`src/rtl/regfile_wb_pkg.sv`:
```
// rtl/regfile_wb_pkg.sv - shared types and constants for the regfile writeback block
// Contents: default address/data widths, the buffered-entry struct and the R0 constant.
package regfile_wb_pkg;

    localparam int WB_AW = 5;
    localparam int WB_DW = 32;

    // Writes to R0 are consumed but never reach the regfile.
    localparam logic [WB_AW-1:0] WB_R0 = '0;

    typedef struct packed {
        logic [WB_AW-1:0] rd;
        logic [WB_DW-1:0] data;
    } wb_entry_t;

endpackage

```
`src/rtl/regfile_wb_fifo.sv`:
```
// rtl/regfile_wb_fifo.sv - circular buffer for multdiv results that lost arbitration
// Ports:
//   clock, ctrl_reset       clock and synchronous active-high reset
//   push_i, push_entry_i    enqueue one entry (caller guarantees not full)
//   pop_i, head_o           dequeue the oldest entry (caller guarantees not empty)
//   count_o, full_o, empty_o occupancy
//   qa_rd_i/qb_rd_i/qc_rd_i  query addresses; match_*_o flag valid entries whose rd equals them
module regfile_wb_fifo
    import regfile_wb_pkg::*;
#(
    parameter int DEPTH = 2,
    localparam int CW   = $clog2(DEPTH + 1)
) (
    input  logic             clock,
    input  logic             ctrl_reset,
    input  logic             push_i,
    input  wb_entry_t        push_entry_i,
    input  logic             pop_i,
    output wb_entry_t        head_o,
    output logic [CW-1:0]    count_o,
    output logic             full_o,
    output logic             empty_o,
    input  logic [WB_AW-1:0] qa_rd_i,
    input  logic [WB_AW-1:0] qb_rd_i,
    input  logic [WB_AW-1:0] qc_rd_i,
    output logic [DEPTH-1:0] match_a_o,
    output logic [DEPTH-1:0] match_b_o,
    output logic [DEPTH-1:0] match_c_o
);

    localparam int PW = (DEPTH > 1) ? $clog2(DEPTH) : 1;

    wb_entry_t        mem_q [DEPTH];
    logic [PW-1:0]    rd_ptr_q, rd_ptr_d;
    logic [PW-1:0]    wr_ptr_q, wr_ptr_d;
    logic [CW-1:0]    count_q, count_d;
    logic [DEPTH-1:0] valid;

    // Pointers wrap explicitly so DEPTH need not be a power of two.
    function automatic logic [PW-1:0] ptr_inc(input logic [PW-1:0] p);
        return (p == PW'(DEPTH - 1)) ? '0 : p + 1'b1;
    endfunction

    always_comb begin
        rd_ptr_d = rd_ptr_q;
        wr_ptr_d = wr_ptr_q;
        count_d  = count_q;
        if (push_i) wr_ptr_d = ptr_inc(wr_ptr_q);
        if (pop_i)  rd_ptr_d = ptr_inc(rd_ptr_q);
        unique case ({push_i, pop_i})
            2'b10:   count_d = count_q + 1'b1;
            2'b01:   count_d = count_q - 1'b1;
            default: count_d = count_q;
        endcase
    end

    always_ff @(posedge clock) begin
        if (ctrl_reset) begin
            rd_ptr_q <= '0;
            wr_ptr_q <= '0;
            count_q  <= '0;
        end else begin
            rd_ptr_q <= rd_ptr_d;
            wr_ptr_q <= wr_ptr_d;
            count_q  <= count_d;
        end
    end

    // Storage needs no reset: occupancy alone decides which slots are live.
    always_ff @(posedge clock) begin
        if (push_i) mem_q[wr_ptr_q] <= push_entry_i;
    end

    // A slot is live when its distance from the read pointer is below the count.
    always_comb begin
        int off;
        off   = 0;
        valid = '0;
        for (int i = 0; i < DEPTH; i++) begin
            off = i - int'(rd_ptr_q);
            if (off < 0) off = off + DEPTH;
            valid[i] = (off < int'(count_q));
        end
    end

    always_comb begin
        match_a_o = '0;
        match_b_o = '0;
        match_c_o = '0;
        for (int i = 0; i < DEPTH; i++) begin
            match_a_o[i] = valid[i] && (mem_q[i].rd == qa_rd_i) && (qa_rd_i != WB_R0);
            match_b_o[i] = valid[i] && (mem_q[i].rd == qb_rd_i) && (qb_rd_i != WB_R0);
            match_c_o[i] = valid[i] && (mem_q[i].rd == qc_rd_i) && (qc_rd_i != WB_R0);
        end
    end

    assign head_o  = mem_q[rd_ptr_q];
    assign count_o = count_q;
    assign full_o  = (count_q == CW'(DEPTH));
    assign empty_o = (count_q == '0);

    a_no_overflow:  assert property (@(posedge clock) disable iff (ctrl_reset) !(push_i && full_o));
    a_no_underflow: assert property (@(posedge clock) disable iff (ctrl_reset) !(pop_i && empty_o));

endmodule

```
`src/rtl/regfile_writeback.sv`:
```
// rtl/regfile_writeback.sv - merges pipeline and multdiv results onto the regfile write port
// Optional feature macro: REGFILE_WB_FWD_EN (address-compare forwarding and precise stalls).
// Ports:
//   clock, ctrl_reset                      clock and synchronous active-high reset
//   pipe_valid/pipe_rd/pipe_data           in-order result, always consumed
//   md_valid/md_ready/md_rd/md_data        multdiv result handshake
//   ctrl_writeEnable/ctrl_writeReg/data_writeReg  registered regfile write port
//   fwd_regA/B, fwd_hitA/B, fwd_dataA/B    read-after-write forwarding for the two read ports
//   fwd_stallA/B                           read address waits on a buffered multdiv result
//   busy                                   pending buffer non-empty
// AW/DW must match the package widths since buffered entries use wb_entry_t.
module regfile_writeback
    import regfile_wb_pkg::*;
#(
    parameter int DEPTH = 2,
    parameter int DW    = WB_DW,
    parameter int AW    = WB_AW
) (
    input  logic          clock,
    input  logic          ctrl_reset,
    input  logic          pipe_valid,
    input  logic [AW-1:0] pipe_rd,
    input  logic [DW-1:0] pipe_data,
    input  logic          md_valid,
    output logic          md_ready,
    input  logic [AW-1:0] md_rd,
    input  logic [DW-1:0] md_data,
    output logic          ctrl_writeEnable,
    output logic [AW-1:0] ctrl_writeReg,
    output logic [DW-1:0] data_writeReg,
    input  logic [AW-1:0] fwd_regA,
    input  logic [AW-1:0] fwd_regB,
    output logic          fwd_hitA,
    output logic          fwd_hitB,
    output logic [DW-1:0] fwd_dataA,
    output logic [DW-1:0] fwd_dataB,
    output logic          fwd_stallA,
    output logic          fwd_stallB,
    output logic          busy
);

    localparam int CW = $clog2(DEPTH + 1);

    logic          we_q, we_d;
    logic [AW-1:0] wreg_q, wreg_d;
    logic [DW-1:0] wdata_q, wdata_d;

    wb_entry_t        fifo_head, fifo_in;
    logic [CW-1:0]    fifo_count;
    logic             fifo_full, fifo_empty;
    logic             fifo_push, fifo_pop;
    logic [AW-1:0]    qa_rd, qb_rd;
    logic [DEPTH-1:0] match_a, match_b, match_pipe;
    logic             md_xfer;

    assign md_ready = !ctrl_reset && (fifo_count < CW'(DEPTH));
    assign md_xfer  = md_valid && md_ready;
    assign fifo_in  = '{rd: md_rd, data: md_data};

    // Pipeline first, then the buffer head, then a direct multdiv bypass.
    // A multdiv transfer bypasses only when the buffer is empty so buffered
    // results always drain in arrival order.
    always_comb begin
        we_d      = 1'b0;
        wreg_d    = wreg_q;
        wdata_d   = wdata_q;
        fifo_push = 1'b0;
        fifo_pop  = 1'b0;
        if (pipe_valid) begin
            we_d      = (pipe_rd != WB_R0);
            wreg_d    = pipe_rd;
            wdata_d   = pipe_data;
            fifo_push = md_xfer && (md_rd != WB_R0);
        end else if (!fifo_empty) begin
            fifo_pop  = 1'b1;
            we_d      = (fifo_head.rd != WB_R0);
            wreg_d    = fifo_head.rd;
            wdata_d   = fifo_head.data;
            fifo_push = md_xfer && (md_rd != WB_R0);
        end else if (md_xfer) begin
            we_d      = (md_rd != WB_R0);
            wreg_d    = md_rd;
            wdata_d   = md_data;
        end
    end

    always_ff @(posedge clock) begin
        if (ctrl_reset) begin
            we_q    <= 1'b0;
            wreg_q  <= '0;
            wdata_q <= '0;
        end else begin
            we_q    <= we_d;
            wreg_q  <= wreg_d;
            wdata_q <= wdata_d;
        end
    end

    regfile_wb_fifo #(.DEPTH(DEPTH)) u_fifo (
        .clock        (clock),
        .ctrl_reset   (ctrl_reset),
        .push_i       (fifo_push),
        .push_entry_i (fifo_in),
        .pop_i        (fifo_pop),
        .head_o       (fifo_head),
        .count_o      (fifo_count),
        .full_o       (fifo_full),
        .empty_o      (fifo_empty),
        .qa_rd_i      (qa_rd),
        .qb_rd_i      (qb_rd),
        .qc_rd_i      (pipe_rd),
        .match_a_o    (match_a),
        .match_b_o    (match_b),
        .match_c_o    (match_pipe)
    );

    assign ctrl_writeEnable = we_q;
    assign ctrl_writeReg    = wreg_q;
    assign data_writeReg    = wdata_q;
    assign busy             = !ctrl_reset && !fifo_empty;

    logic unused_full;
    assign unused_full = fifo_full;

`ifdef REGFILE_WB_FWD_EN
    assign qa_rd      = fwd_regA;
    assign qb_rd      = fwd_regB;
    assign fwd_hitA   = !ctrl_reset && we_q && (wreg_q == fwd_regA) && (fwd_regA != WB_R0);
    assign fwd_hitB   = !ctrl_reset && we_q && (wreg_q == fwd_regB) && (fwd_regB != WB_R0);
    assign fwd_dataA  = fwd_hitA ? wdata_q : '0;
    assign fwd_dataB  = fwd_hitB ? wdata_q : '0;
    assign fwd_stallA = !ctrl_reset && (|match_a);
    assign fwd_stallB = !ctrl_reset && (|match_b);
`else
    // R0 queries never match, so the buffer comparators fold away.
    assign qa_rd      = WB_R0;
    assign qb_rd      = WB_R0;
    assign fwd_hitA   = 1'b0;
    assign fwd_hitB   = 1'b0;
    assign fwd_dataA  = '0;
    assign fwd_dataB  = '0;
    // Without address compares, any pending multdiv result stalls every read.
    assign fwd_stallA = busy;
    assign fwd_stallB = busy;
    logic unused_fwd;
    assign unused_fwd = ^{fwd_regA, fwd_regB, match_a, match_b};
`endif

    // Decode must never issue a pipeline write to a register still waiting in the buffer.
    a_no_waw: assert property (@(posedge clock) disable iff (ctrl_reset) !(pipe_valid && (|match_pipe)));

endmodule

```
`config.mk`:
```
export PLATFORM = sky130hd
export DESIGN_NAME = regfile_writeback
export DESIGN_NICKNAME = d
export VERILOG_FILES = /design/src/rtl/regfile_wb_pkg.sv /design/src/rtl/regfile_wb_fifo.sv /design/src/rtl/regfile_writeback.sv
export SDC_FILE = /design/constraint.sdc
export NUM_CORES = 1
export LEC_CHECK = 0
export CORE_ASPECT_RATIO = 0.75
export CORE_MARGIN = 8
export CORE_UTILIZATION = 46
export CTS_CLUSTER_DIAMETER = 80
export CTS_CLUSTER_SIZE = 20
export DETAILED_ROUTE_END_ITERATION = 6
export PLACE_DENSITY = 0.87
export SLEW_MARGIN = 10
export SYNTH_ARGS = -nofsm -noshare
export SYNTH_HDL_FRONTEND = slang
export SYNTH_SLANG_ARGS = --single-unit
```
`constraint.sdc`:
```
create_clock -name clock -period 4.7 [get_ports clock]
set_clock_uncertainty 0.2 [all_clocks]
set_input_delay 0.94 -clock clock [delete_from_list [all_inputs] [get_ports clock]]
set_output_delay 0.94 -clock clock [all_outputs]
set_load 0.03 [all_outputs]
```
After elaboration in Yosys (flattened, before gate mapping)
Memory sizes are Yosys's and may differ from the RTL's. A register that Yosys moved wholly into a read port is not among the register bits.
Index checks and enable logic that the tools add are counted.
Storage, ports and cells
  output and inout port bits: 108
  register bits: 42
  bits in writable memories: 74
  memories kept: 1
Operators by class
  $add $sub $neg: 4
  reductions and logical operators: 11
  order comparisons: 1
  equality and inequality tests: 3
  mux-type cells: 20
Memories
  u_fifo.mem_q: words 2, width 37, rd ports 1, clocked after Yosys merged registers in 1, wr ports 1, RTL line regfile_wb_fifo.sv:33  | wb_entry_t mem_q [DEPTH];
Operator list (count)
  $mux 32: 3
  $mux 5: 3
  $reduce_bool 5->1: 3
  $mux 1: 13
  $logic_and 1x1->1: 4
  $pmux 2 s2: 1
  $ne 3x2->1 const B: 1
  $add 1x1->1 const B: 2
  $add 2x1->2 const B: 1
  $eq 2x1->1 const B: 1
  $eq 2x2->1 const B: 1
  $logic_not 1->1: 2
  $logic_not 2->1: 1
  $lt 2x2->1 const B: 1
  $reduce_bool 2->1: 1
  $sub 2x1->2 const B: 1

Depth between registers and ports, before layout
  depth after elaboration: 8
  depth in mapped cells: 7
  gate-level depth less buffers: 6

Cells and area by module
A second synthesis with hierarchy kept.
Unflattened totals
  cells, all modules: 481
  area, all modules: 5803.1 µm²
By module, submodules not included
  regfile_wb_fifo: cells each 188, area each 3249.4 µm², seq. area each 2322.2 µm², instances 1
  regfile_writeback: cells each 293, area each 2553.7 µm², seq. area each 760.7 µm², instances 1

Worst setup path after synthesis
OpenSTA, ideal clock, no wires.
  path kind: input port to flip-flop
  start point: in ctrl_reset
  end point: mem u_fifo.mem_q[0][0] (netlist name) (enable)
  path slack: 620 ps
  path buffers: 1
  data required time: 4069 ps
  stages on the path: 4
  arrival time: 3449 ps
  library setup time: 431 ps
  cells stage by stage: buf_2 -> nor2_1 -> o2111ai_2 -> nor2_1
Between the ends
  longest elaborated chain between the ends: 8
RTL lines
  start: declaration: RTL line regfile_writeback.sv:20  | input logic ctrl_reset,
  $logic_not 1->1 (*): RTL line regfile_writeback.sv:56  | assign md_ready = !ctrl_reset && (fifo_count < CW'(DEPTH));
  $logic_and 1x1->1 (*): RTL line regfile_writeback.sv:56
  via md_ready: RTL line regfile_writeback.sv:25  | output logic md_ready,
  $logic_and 1x1->1 (*): RTL line regfile_writeback.sv:57  | assign md_xfer = md_valid && md_ready;
  $logic_and 1x1->1 (*): RTL line regfile_writeback.sv:73, regfile_writeback.sv:79
  $mux 1: RTL line regfile_writeback.sv:74  | end else if (!fifo_empty) begin
  $mux 1 (*): RTL line regfile_writeback.sv:69  | if (pipe_valid) begin
  $mux 1 (*): RTL line regfile_wb_fifo.sv:71  | if (push_i) mem_q[wr_ptr_q] <= push_entry_i;
  $mux 1 (implied by the code) (*): RTL line regfile_wb_fifo.sv:71
  end: declaration: RTL line regfile_wb_fifo.sv:33
Mark *: on every way through the listed nets, which the timed path passes. The rest lies on a longest branch.

Worst setup path in the final report
  start point: reg u_fifo.count_q[1] (netlist: u_fifo.count_o[1])
  end point: out busy
Between the ends
  longest elaborated chain between the ends: 3
RTL lines
  start: declaration: RTL line regfile_wb_fifo.sv:36  | logic [CW-1:0] count_q, count_d;
  start signal: assignment: RTL line regfile_wb_fifo.sv:65  | count_q <= count_d;
  $logic_not 2->1: RTL line regfile_wb_fifo.sv:100  | assign empty_o = (count_q == '0);
  $logic_not 1->1: RTL line regfile_writeback.sv:120  | assign busy = !ctrl_reset && !fifo_empty;
  $logic_and 1x1->1: RTL line regfile_writeback.sv:120
  end: declaration: RTL line regfile_writeback.sv:39  | output logic busy
No other way between the ends.

==> results.cfg <==
[timing]
slew_headroom_pct = 24.9
period_needed_ns = 3.51
worst_slack_ns = 1.19
tightest_slew_ns = 1.12
setup_viol = 0
post-route-period-util_pct = 74.8
tns_ns = 0
slew_violations = 0
rsz0062_at_grt = false
fin_hold_ws_ns = 0.290
fmax_ghz = 0.285
hold_viol = 0

[global_route]
grt_pass1_vias = 4250
track_usage_pct = 17.9
use_met3_pct = 6.16
antenna_found_initial = 0
met1_usage_pct = 19.8
top_usage_layer = met2
grt_pass1_wl_um = 22200
grtUsageMet2_pct = 30.7
gr-total-overflow = 0
grt_max_degree = 51

[clocking]
clkTransAtPathRegs_ns = 0.05
clock_sinks = 117
htreeDepth = 4
cts_buffers = 17
cts-resized-gates = 0
tritoncts = yes
root_buffer = clkbuf_16
cts_hold_buffers = 0
postCtsSetupRepairBufs = 0
ctsLongestPathBuffers = 2
clk_latency_ns = 0.41

[cells_and_area]
antenna_cells = 0
final_cell_count_no_fill = 765
postLayoutCoreUtil_pct = 59.5
syn2layout_area_growth_pct = 28.0
layout_common_cells = clkdlybuf4s50_1 (117), edfxtp_1 (74), a211oi_1 (68), conb_1 (66), nor2_1 (49)
finalInstanceArea_um2 = 7190
final_common_cell = clkdlybuf4s50_1
nNetsFinal = 675
drive_above_1_share_pct = 12.4

[synth]
synth_top_cell_by_area = edfxtp_1
ys_seq_elements = 117
seq_area_frac_synth_pct = 54.9
ys_types = 30
avgSynthCellArea_um2 = 11.6
yosysTopAreaCellShare_pct = 39.6
synth_area_leaders = edfxtp_1 (40%), dfxtp_1 (15%), buf_4 (9.4%)
netlist_instances = 484
synth_area_um2 = 5620
ys_warn_count = 0

[floorplanning]
die_y_um = 112
die-area_um2 = 16000
start_util_pct = 46.5
coreArea_um2 = 12100
die_w_um = 144
floorplan.rows = 35
io_pins = 196

[pwr]
leakagePower_nw = 2.50
powerDensity_nw_per_um2 = 560
vdd.ir_drop.worst_uv = 447
finalPower_mw = 4.02

[critical_path]
cp_max_fo = 40
crit_required_ns = 3.56
worstSetupEndpointType = output port
cp_common_cell = nor2_1
cp_slowest_cell = dfxtp_2
crit_type = register to output port
critPathTopFamily = flip-flops
startpoint_type = register
cpPeakStageDelay_ns = 0.91
worstPathArrival_ns = 2.37
critPathBufInv = 1
crit_chain = nor2_1, nor2_1, clkdlybuf4s50_1

[routing]
firstDrtPassIters = 4
vias = 4001
wl_um = 14400
drt_iter0_markers = 184
routed_via_density = 5.23
drcViolationCount = 0
detail-route-antenna-nets = 0
wire_per_inst_um = 18.9

[placed_design]
gp_congestion = 0.784
hpwlAfterDp_um = 9550
dp.cells = 733
dpl_worst_slack_ns = 1.18
dpl_cell_area_um2 = 6600
io_buffers = 119

[worst_hold_path]
hold_class = register to register

[flow_run]
max_cap_viol_count = 0

[status]
outcome = finished clean
-- state kept, by name (all words and copies together) (netlist names), named ones only --
signal / flops
u_fifo.wr_ptr_q: 1
ctrl_writeEnable: 1
u_fifo.rd_ptr_q: 1
ctrl_writeReg: 5
u_fifo.mem_q: 74
u_fifo.count_o: 2
data_writeReg: 32
-- power by group --
| part | total [mW] | internal, mW | leakage [nW] | switching (mW) |
|---|---|---|---|---|
| Clock | 1.28 | 0.839 | 0.282 | 0.442 |
| Sequential | 1.37 | 1.24 | 1.03 | 0.128 |
| Combinational | 1.37 | 0.519 | 1.19 | 0.855 |
-- metal layers --
layer | routed length [um] | up-vias
met4 | 249 | 0
met2 | 7140 | 172
met5 | 0 | -
met1 | 5600 | 1944
met3 | 1450 | 19
li1 | - | 1866
-- kinds of logic after synthesis --
| group | synth area share, % |
|---|---|
| compound gates | 11.2 |
| xor+xnor | 0.624 |
| fa+ha+maj | 0.223 |
| buf+inv | 12.8 |
| flops | 54.9 |
| mux | 6.59 |
| other cells | 0.0668 |
| simple gates | 13.6 |
-- path summary, 6_finish.rpt --
path                                   startpoint           endpoint  slack, ns  cells past startpoint
worst max-delay path            u_fifo.count_o[1]               busy       1.19                      3
worst max register to register  u_fifo.count_o[1]   data_writeReg[7]       1.33                      5
worst min-delay path            data_writeReg[25]  data_writeReg[25]       0.29                      2
worst min register to register  data_writeReg[25]  data_writeReg[25]       0.29                      2
-- worst min-delay path: stages (launching register included) --
cell	delay [ns]
dfxtp_1	0.32
nor2_1	0.05
nor3_2	0.08
-- Yosys cell counts (all sizes together) --
cell type	instances
a2111oi	3
a211o	1
a211oi	69
a21oi	3
a41oi	1
buf	94
clkbuf	13
conb	1
dfxtp	43
edfxtp	74
ha	1
inv	3
mux2i	37
nor2	51
nor3	72
nor3b	3
o2111ai	1
o21ai	3
o21bai	1
or2	2
or3	2
or4	2
xnor2	2
xor2	2
-- area by class of cell --
| type | count | area, um2 |
|---|---|---|
| sequential | 117 | 3090 |
| tap | 166 | 208 |
| clock inverter | 11 | 133 |
| inverter | 3 | 11.3 |
| timing repair buffer | 125 | 1230 |
| fill | 984 | 4900 |
| clock buffer | 21 | 450 |
| multi-input combinational | 322 | 2070 |
No activity file was read; power rests on OpenSTA's default activity.
==> RTL change 1, RTL diff (config.mk and constraints unchanged) <==
Build with the macro `REGFILE_WB_FWD_EN` defined.
--- a/src/rtl/regfile_writeback.sv
+++ b/src/rtl/regfile_writeback.sv
@@ -9,6 +9,8 @@
 //   fwd_stallA/B                           read address waits on a buffered multdiv result
 //   busy                                   pending buffer non-empty
 // AW/DW must match the package widths since buffered entries use wb_entry_t.
+`define REGFILE_WB_FWD_EN
+
 module regfile_writeback
     import regfile_wb_pkg::*;
 #(
Formal check against the unedited RTL: not equivalent (a bounded check fails within 4 cycles, from zero or initial values and one cycle with ctrl_reset high).
==> RTL change 1 against the unedited design <==
  * The flow now finishes with violations (DRC)
  * Routed wire length grew 22%
  * Final cell count grew 12%
  * Combinational power shrank 27%
  * Cell area grew 15%
  * Die area is essentially flat
  * Power shrank 9.3%
  * Hold slack gained 26 ps
  * Worst setup slack lost 970 ps
  * Sequential cell count is the same
  * Area after synthesis grew 0.11%
  * First-iteration DRC count grew 150%
==> RTL change 1: results (changes against the unedited design) <==
* Outcome: complete, but fails checks
* Failing checks: DRC
* Reg2Reg Depth at 4 (-1)
* CP max FO at 33 (-18%)
* Met2 global-route usage at 36.16% (+5.4 points)
* Leakage at 2.960 nW (+18%)
* Switching Share at 31.66% (-3.7 points)
* Grt met1 use at 25.62% (+5.8 points)
* Fillers at 930 (-5.5%)
* Worst R2R End: u_fifo.mem_q[0][22]
* Routed wire length at 17.59 mm (+22%)
* IO Port Bufs at 195 (+64%)
* Gpl congestion at 0.8855 (+13%)
* Top post-synthesis cells by area: edfxtp_1, dfxtp_1, and2_1
* Final nets at 769 (+14%)
* Post-route DRC at 7 (+7)
* Initial DRC count at 455 (+150%)
* First drt pass iteration count at 7 (+3)
* Distinct cells, synth at 41 (+37%)
* # H-tree levels at 4 (unchanged)
* Placed cells at 827 (+13%)
* Cells after Synth at 495 (+2.3%)
* Vias in the first global route at 5055 (+19%)
* Layout cells sized above 1 at 14.14% (+1.8 points)
* Setup Buffers After CTS at 0 (unchanged)
* Placed cell areas at 7702 µm² (+17%)
* Worst-margin pin slew at 1007 ps (-116.0 ps)
* All-Layer GR Usage at 21.87% (+4.0 points)
* CP Capture Point: fwd_dataA[11]
* Synth top cells by count: edfxtp_1, and2_1, nor2_1
* Worst Setup SP: fwd_regA[1]
* Worst EP arrival at 3340 ps (+970 ps)
* Via density at 5.536 (+5.8%)
* Pin count of the biggest net entering global routing at 49 (-3.9%)
* Final HPWL DP at 12.11 mm (+27%)
* Fin cells at 859 (+12%)
* Reg2reg setup slack at 2170 ps (+840 ps)
* First-pass GRT wire length at 27.34 mm (+23%)
* Seq/Total Area, Yosys at 54.83% (-0.061 points)
## RTL change 1: power groups by stage
stage,logic [W],registers [W],clock network (W)
5_1_grt,0.00107,0.00141,0.00132
2_1_floorplan,0.000526,0.00146,0
6_report,0.00100,0.00139,0.00126
3_5_place_dp,0.000995,0.00141,0
4_1_cts,0.00100,0.00139,0.00128
3_3_place_gp,0.000974,0.00140,0
## RTL change 1: how the worst min path moves through the flow
stage	start	end	slack, ps	depth (start not counted)
floorplan	u_fifo.wr_ptr_q	u_fifo.wr_ptr_q	320	3
global route	data_writeReg[26]	data_writeReg[26]	340	2
finish	data_writeReg[26]	data_writeReg[26]	320	2
CTS	data_writeReg[28]	data_writeReg[28]	320	2
detailed placement	data_writeReg[28]	data_writeReg[28]	310	2
global placement	data_writeReg[20]	data_writeReg[20]	300	2
## RTL change 1: metrics by stage
step	utilization [%]	setup slack [ps]	hold WS [ps]
after global routing	68.58	164.8	338.5
after floorplan	-	831.9	321.5
final	68.58	217.7	316.4
after global placement	63.73	293.2	302.1
after CTS	68.58	218.5	315.6
after detailed placement	63.73	223.4	308.0
## RTL change 1: critical path: stages
cell,delay (ps)
clkdlybuf4s50_1,530
or4_4,580
nor2_2,100
and4bb_4,340
and2_1,210
clkdlybuf4s50_1,610
## RTL change 1: cell families (layout without fill, tap and decap cells)
logic type | count (synthesis) | count (layout) | share of synthesized area (%)
buffers and inverters | 40 | 238 | 3.249
adder cells (fa/ha/maj) | 1 | 1 | 0.2225
flip-flops | 117 | 117 | 54.83
multiplexers | 37 | 37 | 7.321
AND/OR/NAND/NOR | 209 | 209 | 20.56
AO/OA/AOI/OAI | 59 | 59 | 8.834
XOR/XNOR | 32 | 32 | 4.984
## RTL change 1: routing by layer
layer,vias up,part of all wire (%)
li1,2194,-
met1,2311,41
met2,231,47
met3,19,11
met4,0,1.2
met5,-,0
## RTL change 1: layout make-up
| type | count | share of cell area [%] |
|---|---|---|
| clock buffers | 21 | 5.555 |
| clock inverters | 11 | 1.525 |
| inverters | 5 | 0.2264 |
| multi-input cells | 338 | 28.83 |
| flip-flops and latches | 117 | 37.21 |
| well taps | 166 | 2.506 |
| repair buffers | 201 | 24.15 |
==> RTL change 2, RTL diff (config.mk and constraints unchanged) <==
Made on the original files. `wdata_q` no longer has a reset.
--- a/src/rtl/regfile_writeback.sv
+++ b/src/rtl/regfile_writeback.sv
@@ -88,12 +88,14 @@
         if (ctrl_reset) begin
             we_q    <= 1'b0;
             wreg_q  <= '0;
-            wdata_q <= '0;
         end else begin
             we_q    <= we_d;
             wreg_q  <= wreg_d;
-            wdata_q <= wdata_d;
         end
+    end
+
+    always_ff @(posedge clock) begin
+        wdata_q <= wdata_d;
     end
 
     regfile_wb_fifo #(.DEPTH(DEPTH)) u_fifo (
Check against the original RTL: not equivalent (Yosys sat finds a counterexample within 4 cycles, from zero or initial values and one cycle with ctrl_reset high).
==> RTL change 2 against the unedited design <==
  * Cell area fell by 2.9%
  * Sequential cell count is the same
  * Sequential power up 4%
  * Critical path type is now in -> out
  * Routed wire length fell by 16%
  * Power fell by 8.4%
  * Hold slack improved by 18 ps
  * Area after synthesis fell by 4.4%
  * Worst setup slack got worse by 57 ps
  * First-iteration DRC count is 4.3% lower
  * Via count is 13% lower
==> RTL change 2: results (changes against the unedited design) <==
* Register share of total power at 38.5% (+4.5 points)
* Final nets at 642 (-4.9%)
* Post-synth EDFFs at 106 (+43%)
* All-Layer GR Usage at 15.66% (-2.2 points)
* Antenna Cells at 0 (unchanged)
* Switching Share at 32.15% (-3.3 points)
* Power share of the combinational group at 27.6% (-6.5 points)
* Top post-synthesis cells by area: edfxtp_1, buf_4, mux2i_1
* Initial DRC count at 176 (-4.3%)
* DR vias at 3465 (-13%)
* Slew HR at 22.87% (-2.1 points)
* CTS Buffer Depth at 2 (unchanged)
* Gpl congestion at 0.8269 (+5.4%)
* Clk pin slew, worst setup/hold paths at 50 ps (about the same)
* Pre-CTS WS at 1110 ps (-68.70 ps)
* Worst EP arrival at 2430 ps (+60 ps)
* Placed cells at 678 (-7.5%)
* Net switching power at 0.001185 W (-17%)
* Slowest CP cell: clkdlybuf4s50_1
* First-pass GRT wire length at 18.81 mm (-15%)
* Post-route DRC at 0 (unchanged)
* Setup Buffers After CTS at 0 (unchanged)
* Cells after Synth at 437 (-9.7%)
* Post-synthesis xor/xnor area fraction at 0.6527% (+0.029 points)
* Routed wire length at 12.13 mm (-16%)
* Outcome: completed
* Synth top cells by count: edfxtp_1, buf_4, nor2_1
* Number of flip-flops in the largest register at 74 (unchanged)
* Initial antenna violation count at 0 (unchanged)
* Worst R2R End: u_fifo.count_o[1]
* Clk Latency, worst-skew pair at 400 ps
* Mux contribution to synthesized area at 6.713% (+0.12 points)
* Seq/Total Area, Yosys at 63.40% (+8.5 points)
* Reg2Reg Depth at 7 (+2)
* CP max FO at 15 (-63%)
* Avg WL per Cell at 17.08 µm (-9.5%)
* Layout cells sized above 1 at 8.127% (-4.2 points)
* Synth Area in Adders at 0.2331% (+0.010 points)
* Yosys warning total at 0 (unchanged)
* Distinct cells, synth at 35 (+17%)
* Leakage at 2.503 nW (about the same)
* Pin count of the biggest net entering global routing at 78 (+53%)
* Reg2reg setup slack at 2250 ps (+920 ps)
* Final HPWL DP at 8.201 mm (-14%)
* CP Capture Point: busy
* Peak supply drop at 0.0005561 V (+25%)
* Top reg by flops: u_fifo.mem_q
* Tmin final at 3571 ps (+56.59 ps)
* Worst Setup SP: ctrl_reset
* Placed cell areas at 6395 µm² (-3.2%)
* First drt pass iteration count at 4 (unchanged)
* Vias in the first global route at 3637 (-14%)
* CP top delay family: buffers and inverters
* # H-tree levels at 4 (unchanged)
* Synth Area in Compound Gates at 8.089% (-3.1 points)
* RR Startpoint: u_fifo.count_o[1]
* CP max stage delay at 710 ps (-200 ps)
RTL change 2: worst min path at each step:
stage	depth (start not counted)	from	endpoint	slack (ps)
global placement	2	ctrl_writeReg[2]	ctrl_writeReg[2]	280
finish	2	ctrl_writeReg[3]	ctrl_writeReg[3]	310
CTS	2	ctrl_writeReg[2]	ctrl_writeReg[2]	310
detailed placement	2	ctrl_writeReg[3]	ctrl_writeReg[3]	280
global route	2	ctrl_writeReg[3]	ctrl_writeReg[3]	330
floorplan	2	u_fifo.rd_ptr_q	register	280
RTL change 2: cell type report:
type | instances | area (µm²)
clock buffer | 18 | 429.2
tap | 144 | 180.2
inverter | 1 | 3.754
clock inverter | 14 | 151.4
multi-input combinational | 292 | 1583
sequential | 117 | 3405
timing repair buffer | 124 | 1224
fill | 924 | 4511
RTL change 2: routing by layer:
layer,up-vias,part of all wire (%),track usage (%)
li1,1666,-,-
met1,1633,43,18.41
met2,151,49,26.68
met3,15,6.7,5.033
met4,0,1.4,6.040
met5,-,0,0
